--- config.mk ---
export PLATFORM = sky130hd
export DESIGN_NAME = bit_deserializer
export DESIGN_NICKNAME = d
export VERILOG_FILES = /design/src/rtl/bit_deser_pkg.sv /design/src/rtl/deser_hold_reg.sv /design/src/rtl/bit_deserializer.sv
export SDC_FILE = /design/constraint.sdc
export NUM_CORES = 1
export LEC_CHECK = 0
export BUFFER_PORTS_ARGS = -buffer_cell sky130_fd_sc_hd__buf_2
export CAP_MARGIN = 20
export CORE_ASPECT_RATIO = 0.8
export CORE_MARGIN = 4
export CORE_UTILIZATION = 55
export DETAILED_ROUTE_END_ITERATION = 10
export PLACE_DENSITY_LB_ADDON = 0.12
export SETUP_SLACK_MARGIN = 0.15
export SLEW_MARGIN = 10
export SYNTH_ARGS = -nofsm -noshare
export SYNTH_HDL_FRONTEND = slang
export SYNTH_HIERARCHICAL = 1
export SYNTH_SLANG_ARGS = --single-unit
--- constraint.sdc ---
create_clock -name clk -period 2.27 [get_ports clk]
set_input_delay 0.454 -clock clk [delete_from_list [all_inputs] [get_ports clk]]
set_output_delay 0.454 -clock clk [all_outputs]
set_load 0.1 [all_outputs]
--- src/rtl/bit_deser_pkg.sv ---
// Shared types and constants for the serial-to-parallel deserializer.
package bit_deser_pkg;

  // EMPTY: no bits collected; FILL: collecting; STALL: last slot pending
  // behind an occupied output register.
  typedef enum logic [1:0] {EMPTY, FILL, STALL} deser_state_t;

  localparam int DROP_W   = 8;
  localparam int DROP_MAX = 255;

endpackage

--- src/rtl/deser_hold_reg.sv ---
// One-entry output register with valid/ready. A load and a drain on the same
// edge keep valid high with the newly loaded word. Data is held (not cleared)
// after it is consumed.
module deser_hold_reg #(
  parameter int WIDTH = 8
) (
  input  logic             clk,
  input  logic             rst,
  input  logic             load,
  input  logic [WIDTH-1:0] load_data,
  input  logic             drain,
  output logic [WIDTH-1:0] data,
  output logic             valid
);

  logic [WIDTH-1:0] data_q, data_d;
  logic             valid_q, valid_d;

  // Next word/valid: a load wins over a drain in the same cycle.
  always_comb begin
    data_d  = data_q;
    valid_d = valid_q;
    if (load) begin
      data_d  = load_data;
      valid_d = 1'b1;
    end else if (valid_q && drain) begin
      valid_d = 1'b0;
    end
  end

  // Output register with asynchronous active-low reset.
  always_ff @(posedge clk or negedge rst) begin
    if (!rst) begin
      data_q  <= '0;
      valid_q <= 1'b0;
    end else begin
      data_q  <= data_d;
      valid_q <= valid_d;
    end
  end

  assign data  = data_q;
  assign valid = valid_q;

endmodule

--- src/rtl/bit_deserializer.sv ---
// Serial-to-parallel stage: packs accepted bits into WIDTH-bit words, hands
// them to a one-entry output register, realigns on frame_sync and counts
// discarded partial words with a saturating counter.
module bit_deserializer
  import bit_deser_pkg::*;
#(
  parameter int WIDTH     = 8,
  parameter int MSB_FIRST = 1
) (
  input  logic              clk,
  input  logic              rst,
  input  logic              bit_in,
  input  logic              bit_valid,
  output logic              bit_ready,
  input  logic              frame_sync,
  output logic [WIDTH-1:0]  word_out,
  output logic              word_valid,
  input  logic              word_ready,
  output logic [DROP_W-1:0] drop_cnt
);

  localparam int               CNT_W = $clog2(WIDTH);
  localparam logic [CNT_W-1:0] LAST  = CNT_W'(WIDTH - 1);

  function automatic logic [DROP_W-1:0] sat_inc(input logic [DROP_W-1:0] v);
    return (v == DROP_W'(DROP_MAX)) ? v : v + 1'b1;
  endfunction

  // One-hot placement of a bit at its word position for bit index idx.
  function automatic logic [WIDTH-1:0] place_bit(input logic [CNT_W-1:0] idx,
                                                 input logic b);
    logic [WIDTH-1:0] res;
    logic [CNT_W-1:0] pos;
    pos      = (MSB_FIRST != 0) ? (LAST - idx) : idx;
    res      = '0;
    res[pos] = b;
    return res;
  endfunction

  deser_state_t      state_q, state_d;
  logic [CNT_W-1:0]  cnt_q, cnt_d;
  logic [WIDTH-1:0]  sh_q, sh_d;
  logic [DROP_W-1:0] drop_q, drop_d;
  logic              bit_acc;
  logic              load;
  logic [WIDTH-1:0]  load_word;
  logic              wv_next;

  // Only the final slot can stall, and only when the output is full and not
  // draining this very cycle.
  assign bit_ready = rst & ~((state_q == STALL) & ~word_ready);
  assign bit_acc   = bit_valid & bit_ready;
  assign wv_next   = load | (word_valid & ~word_ready);

  // Shift register, bit index and drop counter update; frame_sync has priority
  // and turns a same-cycle bit into index 0 of the new word.
  always_comb begin
    cnt_d     = cnt_q;
    sh_d      = sh_q;
    drop_d    = drop_q;
    load      = 1'b0;
    load_word = sh_q;
    if (frame_sync) begin
      cnt_d = '0;
      sh_d  = '0;
      if (cnt_q != '0) drop_d = sat_inc(drop_q);
      if (bit_acc) begin
        sh_d  = place_bit('0, bit_in);
        cnt_d = CNT_W'(1);
      end
    end else if (bit_acc) begin
      if (cnt_q == LAST) begin
        load      = 1'b1;
        load_word = sh_q | place_bit(cnt_q, bit_in);
        cnt_d     = '0;
        sh_d      = '0;
      end else begin
        sh_d  = sh_q | place_bit(cnt_q, bit_in);
        cnt_d = cnt_q + 1'b1;
      end
    end
  end

  // Next FSM state follows the upcoming bit index and output occupancy.
  always_comb begin
    state_d = FILL;
    if (cnt_d == '0)                     state_d = EMPTY;
    else if ((cnt_d == LAST) && wv_next) state_d = STALL;
  end

  // Control and datapath state with asynchronous active-low reset.
  always_ff @(posedge clk or negedge rst) begin
    if (!rst) begin
      state_q <= EMPTY;
      cnt_q   <= '0;
      sh_q    <= '0;
      drop_q  <= '0;
    end else begin
      state_q <= state_d;
      cnt_q   <= cnt_d;
      sh_q    <= sh_d;
      drop_q  <= drop_d;
    end
  end

  deser_hold_reg #(.WIDTH(WIDTH)) u_hold (
    .clk       (clk),
    .rst       (rst),
    .load      (load),
    .load_data (load_word),
    .drain     (word_ready),
    .data      (word_out),
    .valid     (word_valid)
  );

  assign drop_cnt = drop_q;

endmodule

# ---- After elaboration in Yosys (flattened, before gate mapping)
# Cells that the tools add are included.
dict set report totals {
  register_bits 30
  input_bits 6
  out_inout_bits 18
}
dict set report op_classes {
  eq_ne 4
  magnitude_cmp 2
  n_addsub 3
  n_reduce_logical 8
  mux 20
  bitwise_logic 10
}
# op n
set ops {}
lappend ops {{two-way mux 8 bit} 7}
lappend ops {{two-way mux 3 bit} 3}
lappend ops {{adder 8 x 1 -> 8 bit, second input constant} 1}
lappend ops {{bitwise AND 8 bit} 1}
lappend ops {{== test 8 bit, second input constant} 1}
lappend ops {{OR 8 bit} 1}
lappend ops {{two-way mux 1 bit} 7}
lappend ops {{== test 3 bit, second input constant} 2}
lappend ops {{bitwise AND 1 bit} 4}
lappend ops {{< comparator 3 x 4 -> 1 bit, second input constant} 1}
lappend ops {{two-way mux 2 bit} 2}
lappend ops {{nonzero test 2 bit} 2}
lappend ops {{adder 3 x 1 -> 3 bit, second input constant} 1}
lappend ops {{demux 1 bit (select 3 bit)} 1}
lappend ops {{>= comparator 3 x 1 -> 1 bit, second input constant} 1}
lappend ops {{logical AND 1 bit} 3}
lappend ops {{logical NOT 3 bit} 1}
lappend ops {{NOT 1 bit} 3}
lappend ops {{AND reduction 3 bit} 1}
lappend ops {{nonzero test 3 bit} 1}
lappend ops {{subtractor 3 bit, first input constant} 1}
lappend ops {{== test 2 bit, second input constant} 1}
lappend ops {{OR 1 bit} 1}

# ---- Depth between registers and ports, before layout
# Gate-level depths: netlist of the first run.
dict set report depth {
  word_depth 11
  ltp_mapped 6
}

# ---- Cells and area by module
# Netlist of the first run, hierarchy kept.
# mod instances area_each_um2 cells_each
set modules_own_cells {}
lappend modules_own_cells {bit_deserializer 1 1178.6 123}
lappend modules_own_cells {deser_hold_reg 1 369.1 20}

# ---- Worst setup path before layout of the first run
# OpenSTA, ideal clock, no wires.
dict set report synth_timing {
  kind {reg-to-reg}
  startpoint {register drop_q[0], in the netlist drop_cnt[0]}
  endpoint {register drop_q[1], in the netlist drop_cnt[1]}
  path_buffers 0
  slack_ps 232
  path_stages_with_launch 6
  arrival_ps 1912
  setup_ps 126
  path_cell_list {dfrtp_1 > ha_1 > and3_1 > nand2_1 > nand3_1 > mux2_2}
}
dict set report synth_via {
  elab_chain_len 3
  elab_cells_between_ends 4
  cone_classes {add/sub (1); eq/ne (1); bitwise (1); reduce/logical (1)}
}
# item line_no
set synth_lines {}
lappend synth_lines {{start, declared} bit_deserializer.sv:43} ;# logic [DROP_W-1:0] drop_q, drop_d;
lappend synth_lines {{start signal, assigned} bit_deserializer.sv:102} ;# drop_q <= drop_d;
lappend synth_lines {{parallel branches: the longest is 3 deep, another holds adder 8 x 1 -> 8 bit} --}
# Parallel ways; which one is timed is not known.
# A chain may end at the register's enable or synchronous reset.

# ---- Worst setup path in the final report of the first run
dict set report layout_timing {
  startpoint {register state_q[0]}
  endpoint {output port bit_ready}
}
dict set report layout_via {
  elab_chain_len 4
}
# item line_no
set layout_lines {}
lappend layout_lines {{start, declared} bit_deserializer.sv:40} ;# deser_state_t state_q, state_d;
lappend layout_lines {{start signal, assigned} bit_deserializer.sv:99} ;# state_q <= state_d;
lappend layout_lines {{== test 2 bit} bit_deserializer.sv:51} ;# assign bit_ready = rst & ~((state_q == STALL) & ~word_ready);
lappend layout_lines {{bitwise AND 1 bit} bit_deserializer.sv:51}
lappend layout_lines {{NOT 1 bit} bit_deserializer.sv:51}
lappend layout_lines {{bitwise AND 1 bit} bit_deserializer.sv:51}
lappend layout_lines {{end, declared} bit_deserializer.sv:14} ;# output logic bit_ready,
# Every way passes these cells.

==> summary.txt, run 1 <==
Logic synthesis
  • Net count after synthesis: 153
  • Mapped Cells: 143
  • Seq cells post-synth: 30
  • Register area share after synthesis: 0.485
  • Yosys cell types: 40
  • Largest area contributor in the netlist: dfrtp_1
  • Mapped Area: 1550 um^2
  • Area contributors post-synth: dfrtp_1 (49%), mux2_4 (7.8%), o21a_1 (3.9%)
  • Synth warn: 6
  • Top cell type's share of synthesized area: 0.485
  • Syn_area_per_cell: 10.8 um^2

Worst setup path
  • Reg2reg setup slack: 370 ps
  • WP data arrival: 1480 ps
  • Worst r2r src: cnt_q[1]
  • R2R cell count: 7
  • RR Endpoint: u_hold/data[4]
  • Setup CP Type: register to primary output
  • WP data required: 1820 ps
  • CP endpoint kind: primary output
  • Crit Path Max Fanout: 4
  • Nature of the critical path startpoint: register

Pwr
  • Clock power frac: 0.203
  • P_int: 0.832 mW
  • Worst vdd ir: 1.04 mV
  • Sequential share of power: 0.429
  • Power Dens Cells: 872 nW/um^2
  • Lkg Pwr: 0.879 nW
  • Gate power share: 0.368
  • NetSw: 0.702 mW
  • Sw Share: 0.458

Route
  • Routed wl met2: 1480 um
  • Met3 wire length: 223 um
  • Pre-antenna DRT Iters: 4
  • Post-route ant nets: 0
  • Vias/cell: 5.81
  • Routed length per instance: 15.4 um
  • Metal-1 WL: 1440 um
  • Drt total wl: 3160 um
  • DRC errors left: 0
  • Top Layer Used: met4
  • DRT iter0 DRCs: 35
  • DR vias: 1191

Global routing
  • Global Route Usage Sum: 0.193
  • Pin count of the biggest net entering global routing: 31
  • Gr ovfl total: 0
  • Initial antenna violation count: 0
  • First-pass GRT wire length: 5500 um
  • Number of global-route vias before repair: 1187

Timing
  • Final Max Tran Viols: 0
  • Setup TNS: 0 ps
  • Hold WS: 172 ps
  • Post-route clock period utilization: 0.852
  • Clock skew: 7.87 ps
  • Max frequency: 517 MHz
  • Post-route setup slack: 336 ps
  • Worst Max-Slew Pin Slew: 545 ps
  • Endpoints failing setup: 0
  • Slew Limit Headroom: 0.636
  • Final worst path period need: 1930 ps
  • Hold Fails Final Rpt: 0
  • Unrepaired setup endpoints after global routing: false

CTS
  • CTS Buf Count: 5
  • CTS H-tree depth: 2
  • Root Buffer: clkbuf_4
  • Clock Path Buffers: 2
  • Reg clk slew, reported paths: 90 ps
  • Setup Fix Bufs, Post-CTS: 0
  • CTS tree: done
  • Clock sinks: 30
  • Hold Buf Count CTS: 0
  • Worst skew pair latency: 330 ps
  • CTS resizes: 0

Cells and area
  • Final nets: 180
  • Area Growth Syn to Fin: 13.7%
  • Non-filler instance count after layout: 205
  • Layout cells sized above 1: 0.290
  • Antenna cell count: 0
  • Fill cell count: 225

Floorplan
  • Die height: 55.4 um
  • Core area: 2560 um^2
  • Die X: 67.3 um
  • Ports: 24
  • Die area: 3730 um^2
  • Starting Density: 0.604
  • Row count: 16

Outcome
  • Outcome: complete, no violations

Place
  • RePlAce Congestion: 0.814
  • PortBufs: 23
  • Post-detail-place hpwl: 2360 um
  • DP Worst Slack: 369 ps
  • DP Cell Count: 199

Flow run
  • Max-cap violations: 0

Worst hold path
  • Hold WC Path Type: input port to asynchronous set/reset pin
[per-layer routing]
| layer | vias to the layer above | global-route usage |
|---|---|---|
| li1 | 570 | - |
| met1 | 579 | 0.254 |
| met2 | 38 | 0.293 |
| met3 | 4 | 0.0730 |
| met4 | 0 | 0.0607 |
| met5 | - | 0 |
[area by class of cell]
cell class / instances / area, um^2 / area share
clock buffer: 6 / 51.3 / 0.0292
tap: 36 / 45.0 / 0.0256
multi-input combinational: 104 / 748 / 0.425
sequential: 30 / 751 / 0.427
inverter: 3 / 11.3 / 0.00640
timing repair buffer: 26 / 153 / 0.0868
[state kept, by name (all words and copies together) (netlist names)]
| register | count |
|---|---|
| state_q | 2 |
| u_hold/valid | 1 |
| u_hold/data | 8 |
| cnt_q | 3 |
| sh_q | 8 |
| drop_cnt | 8 |
[worst max-delay path by stage]
stage / start / to / slack (ps) / cells past startpoint
final: state_q[0] / bit_ready / 340 / 3
after global routing: cnt_q[1] / u_hold/data[0] / 280 / 6
after CTS: state_q[0] / bit_ready / 330 / 3
after detailed placement: word_ready / u_hold/data[4] / 370 / 7
after global placement: word_ready / state_q[1] / 430 / 5
after floorplan: drop_cnt[0] / drop_cnt[1] / 230 / 5
[synthesized netlist by cell type]
| cell type | n |
|---|---|
| o21ai_1 | 1 |
| mux2_4 | 8 |
| or4_4 | 1 |
| or3_1 | 2 |
| nand2b_1 | 4 |
| o21a_1 | 8 |
| a21o_1 | 3 |
| dfrtp_1 | 30 |
| a21o_2 | 1 |
| inv_1 | 3 |
| buf_6 | 2 |
| mux2_1 | 1 |
| a21oi_2 | 2 |
| and3_1 | 4 |
| and3_4 | 1 |
| nor4_1 | 2 |
| mux2_2 | 1 |
| a31oi_1 | 1 |
| xor2_1 | 2 |
| or3b_4 | 1 |
| a22o_1 | 1 |
| nand4_1 | 2 |
| o311ai_0 | 1 |
| and2_1 | 1 |
| clkbuf_1 | 4 |
| a21oi_1 | 5 |
| xnor2_1 | 2 |
| nor3b_1 | 1 |
| a41oi_1 | 1 |
| and4_1 | 1 |
| nor2_1 | 9 |
| nand3_1 | 6 |
| nand2_1 | 12 |
| o31ai_1 | 1 |
| nor3_1 | 8 |
| o21bai_1 | 2 |
| nor2b_1 | 1 |
| a31o_2 | 2 |
| ha_1 | 4 |
| a41o_1 | 1 |
[stage by stage]
step / area [um^2] / total power [mW] / util
after floorplan: 1550 / 1.12 / -
after global placement: 1710 / 1.22 / 0.667
after detailed placement: 1710 / 1.23 / 0.667
after CTS: 1760 / 1.54 / 0.687
after global routing: 1760 / 1.60 / 0.687
final: 1760 / 1.53 / 0.687
[power by group through the flow]
stage / clock (mW) / sequential (mW) / combinational, mW
after floorplan: 0 / 0.999 / 0.119
after global placement: 0 / 0.662 / 0.556
after detailed placement: 0 / 0.668 / 0.566
after CTS: 0.315 / 0.657 / 0.568
after global routing: 0.340 / 0.669 / 0.590
final: 0.311 / 0.659 / 0.564
[cell usage in the layout, fill, tap and decap left out, types with 2 or more instances in the layout]
cell	n
buf_4	3
buf_2	22
a21oi_1	5
a21o_1	3
o21a_1	8
nor4_1	2
mux2_4	8
nand2_1	12
nand2b_1	4
nand4_1	2
dfrtp_1	30
or3_1	2
clkbuf_4	5
a21oi_2	2
a31o_2	2
xnor2_1	2
nor3_1	8
inv_1	3
o21bai_1	2
nor2_1	9
nand3_1	6
ha_1	4
xor2_1	2
and3_1	4
[logic make-up after synthesis]
family	after synthesis	synth area share
flip-flops	30	0.485
buffers and inverters	9	0.0315
AND/OR/NAND/NOR	56	0.193
multiplexers	10	0.0922
adder cells (fa/ha/maj)	4	0.0323
XOR/XNOR	4	0.0226
AO/OA/AOI/OAI	30	0.143
[critical path, cell delays in order (launching register included)]
cell	delay, ps
dfrtp_1	370
or3b_4	410
and2_1	190
buf_12	170
(Power assumes the default switching activity.)
==> inputs of run 2 (changes only) <==
- CORE_UTILIZATION: 55 -> 25
==> run 2 against run 1 <==
Compared with the run above: combinational power barely moved; maximum frequency rose by 0.24%; largest power group unchanged; sequential power hardly changed; total power grew 13%; sequential cell count is the same; die area up 100%; register-to-register slack got worse by 30 ps.
==> summary.txt, run 2 (synthesis results as in run 1) <==
Outcome
  • Outcome: complete, no violations (unchanged)

Cells and area
  • Commonest non-fill, non-tap cell in the layout: dfrtp_1 (unchanged)
  • Area Growth Syn to Fin: 21.6% (was 13.7%)
  • Commonest cells after routing, fill and taps aside: dfrtp_1 (30), buf_2 (22), nand2_1 (12) (unchanged)
  • Fill cell count: 620 (was 225)
  • Layout cells sized above 1: 0.302 (was 0.290)
  • Final nets: 181 (was 180)
  • Antenna cell count: 0 (unchanged)

CTS
  • Clock Path Buffers: 2 (unchanged)
  • Root Buffer: clkbuf_8 (was clkbuf_4)
  • CTS Buf Count: 5 (unchanged)
  • Reg clk slew, reported paths: 70 ps (was 90 ps)
  • Setup Fix Bufs, Post-CTS: 0 (unchanged)
  • Worst skew pair latency: 280 ps (was 330 ps)
  • Clock sinks: 30 (unchanged)
  • Hold Buf Count CTS: 0 (unchanged)
  • CTS H-tree depth: 2 (unchanged)
  • CTS resizes: 0 (unchanged)
  • CTS tree: done (unchanged)

Worst setup path
  • RR Endpoint: u_hold/data[4] (unchanged)
  • Reg2reg setup slack: 340 ps (was 370 ps)
  • R2R cell count: 5 (was 7)
  • Worst path bufs/invs: 1 (unchanged)
  • CP top delay family: flip-flops (was simple AND/OR/NAND/NOR gates)
  • WP data arrival: 2090 ps (was 1480 ps)
  • Setup CP Type: register to register (was register to primary output)
  • Crit Path Max Fanout: 10 (was 4)
  • Worst-path cell chain: ha_1 > nand4_1 > nor2_1 > buf_4 > mux2_4 (was or3b_4 > and2_1 > buf_12)
  • CP max-delay cell: dfrtp_1 (was or3b_4)
  • Worst r2r src: cnt_q[2] (was cnt_q[1])
  • CP endpoint kind: register (was primary output)
  • Nature of the critical path startpoint: register (unchanged)
  • Crit path largest cell delay: 510 ps (was 410 ps)
  • WP data required: 2430 ps (was 1820 ps)

Flow run
  • Max-cap violations: 0 (unchanged)

Global routing
  • First-pass GRT wire length: 6200 um (was 5500 um)
  • Initial antenna violation count: 0 (unchanged)
  • Global Route Usage Sum: 0.109 (was 0.193)
  • Number of global-route vias before repair: 1186 (was 1187)
  • Pin count of the biggest net entering global routing: 18 (was 31)
  • Gr ovfl total: 0 (unchanged)

Floorplan
  • Core area: 5940 um^2 (was 2560 um^2)
  • Die X: 96.0 um (was 67.3 um)
  • Die area: 7520 um^2 (was 3730 um^2)
  • Ports: 24 (unchanged)
  • Row count: 25 (was 16)
  • Die height: 78.4 um (was 55.4 um)
  • Starting Density: 0.260 (was 0.604)

Timing
  • Unrepaired setup endpoints after global routing: false (unchanged)
  • Max frequency: 518 MHz (was 517 MHz)
  • Clock skew: 4.71 ps (was 7.87 ps)
  • Worst Max-Slew Pin Slew: 556 ps (was 545 ps)
  • Setup TNS: 0 ps (unchanged)
  • Endpoints failing setup: 0 (unchanged)
  • Slew Limit Headroom: 0.628 (was 0.636)
  • Final worst path period need: 1930 ps (about the same)
  • Final Max Tran Viols: 0 (unchanged)
  • Post-route clock period utilization: 0.850 (was 0.852)
  • Hold Fails Final Rpt: 0 (unchanged)
  • Post-route setup slack: 341 ps (was 336 ps)

Route
  • DRT iter0 DRCs: 49 (was 35)
  • Vias/cell: 4.56 (was 5.81)
  • DR vias: 1154 (was 1191)
  • Post-route ant nets: 0 (unchanged)
  • Routed length per instance: 14.5 um (was 15.4 um)
  • DRC errors left: 0 (unchanged)
  • Drt total wl: 3670 um (was 3160 um)
  • Pre-antenna DRT Iters: 4 (unchanged)

Place
  • RePlAce Congestion: 0.751 (was 0.814)
  • Post-detail-place hpwl: 2720 um (was 2360 um)
  • DP Worst Slack: 318 ps (was 369 ps)
  • PortBufs: 23 (unchanged)

Worst hold path
  • Hold WC Path Type: input port to asynchronous set/reset pin (unchanged)

Pwr
  • Power Dens Cells: 920 nW/um^2 (was 872 nW/um^2)
  • Worst vdd ir: 0.354 mV (was 1.04 mV)
  • Lkg Pwr: 0.911 nW (was 0.879 nW)
run 2: stage by stage:
stage	power, mW	util	std cells	instance area, um^2	hold WS, ps
final	1.73	0.317	253	1880	46.4
after global routing	1.82	0.317	253	1880	53.5
after CTS	1.75	0.317	253	1880	51.1
after detailed placement	1.24	0.298	245	1770	358
after global placement	1.23	0.298	245	1770	357
after floorplan	1.12	-	143	1550	158
run 2: power breakdown:
| group | switching (mW) | total (mW) | leakage, nW | internal [mW] |
|---|---|---|---|---|
| combinational | 0.460 | 0.566 | 0.448 | 0.106 |
| clock | 0.202 | 0.508 | 0.0575 | 0.306 |
| sequential | 0.0674 | 0.656 | 0.406 | 0.589 |
| total | 0.730 | 1.73 | 0.911 | 1.00 |
run 2: worst max-delay path by stage:
stage                     start  cells after the start              to  slack (ps)
finish                 cnt_q[2]                      5  u_hold/data[4]         340
global route           cnt_q[2]                      5  u_hold/data[4]         230
CTS                    cnt_q[2]                      5  u_hold/data[4]         330
detailed placement   word_ready                      7  u_hold/data[4]         320
global placement            rst                      4      state_q[1]         310
floorplan           drop_cnt[0]                      5     drop_cnt[1]         230
run 2: layout make-up:
type | count | area, um^2 | area share
clock buffer | 8 | 110 | 0.0585
inverter | 3 | 11.3 | 0.00598
multi-input combinational | 104 | 748 | 0.398
sequential | 30 | 751 | 0.399
tap | 81 | 101 | 0.0539
timing repair buffer | 27 | 160 | 0.0851
run 2: metal layers:
layer | vias up | global-route usage | routed length (um)
met3 | 7 | 0.0326 | 164
met1 | 557 | 0.158 | 1920
met4 | 0 | 0.0426 | 62
li1 | 568 | - | -
met2 | 22 | 0.149 | 1520
met5 | - | 0 | 0
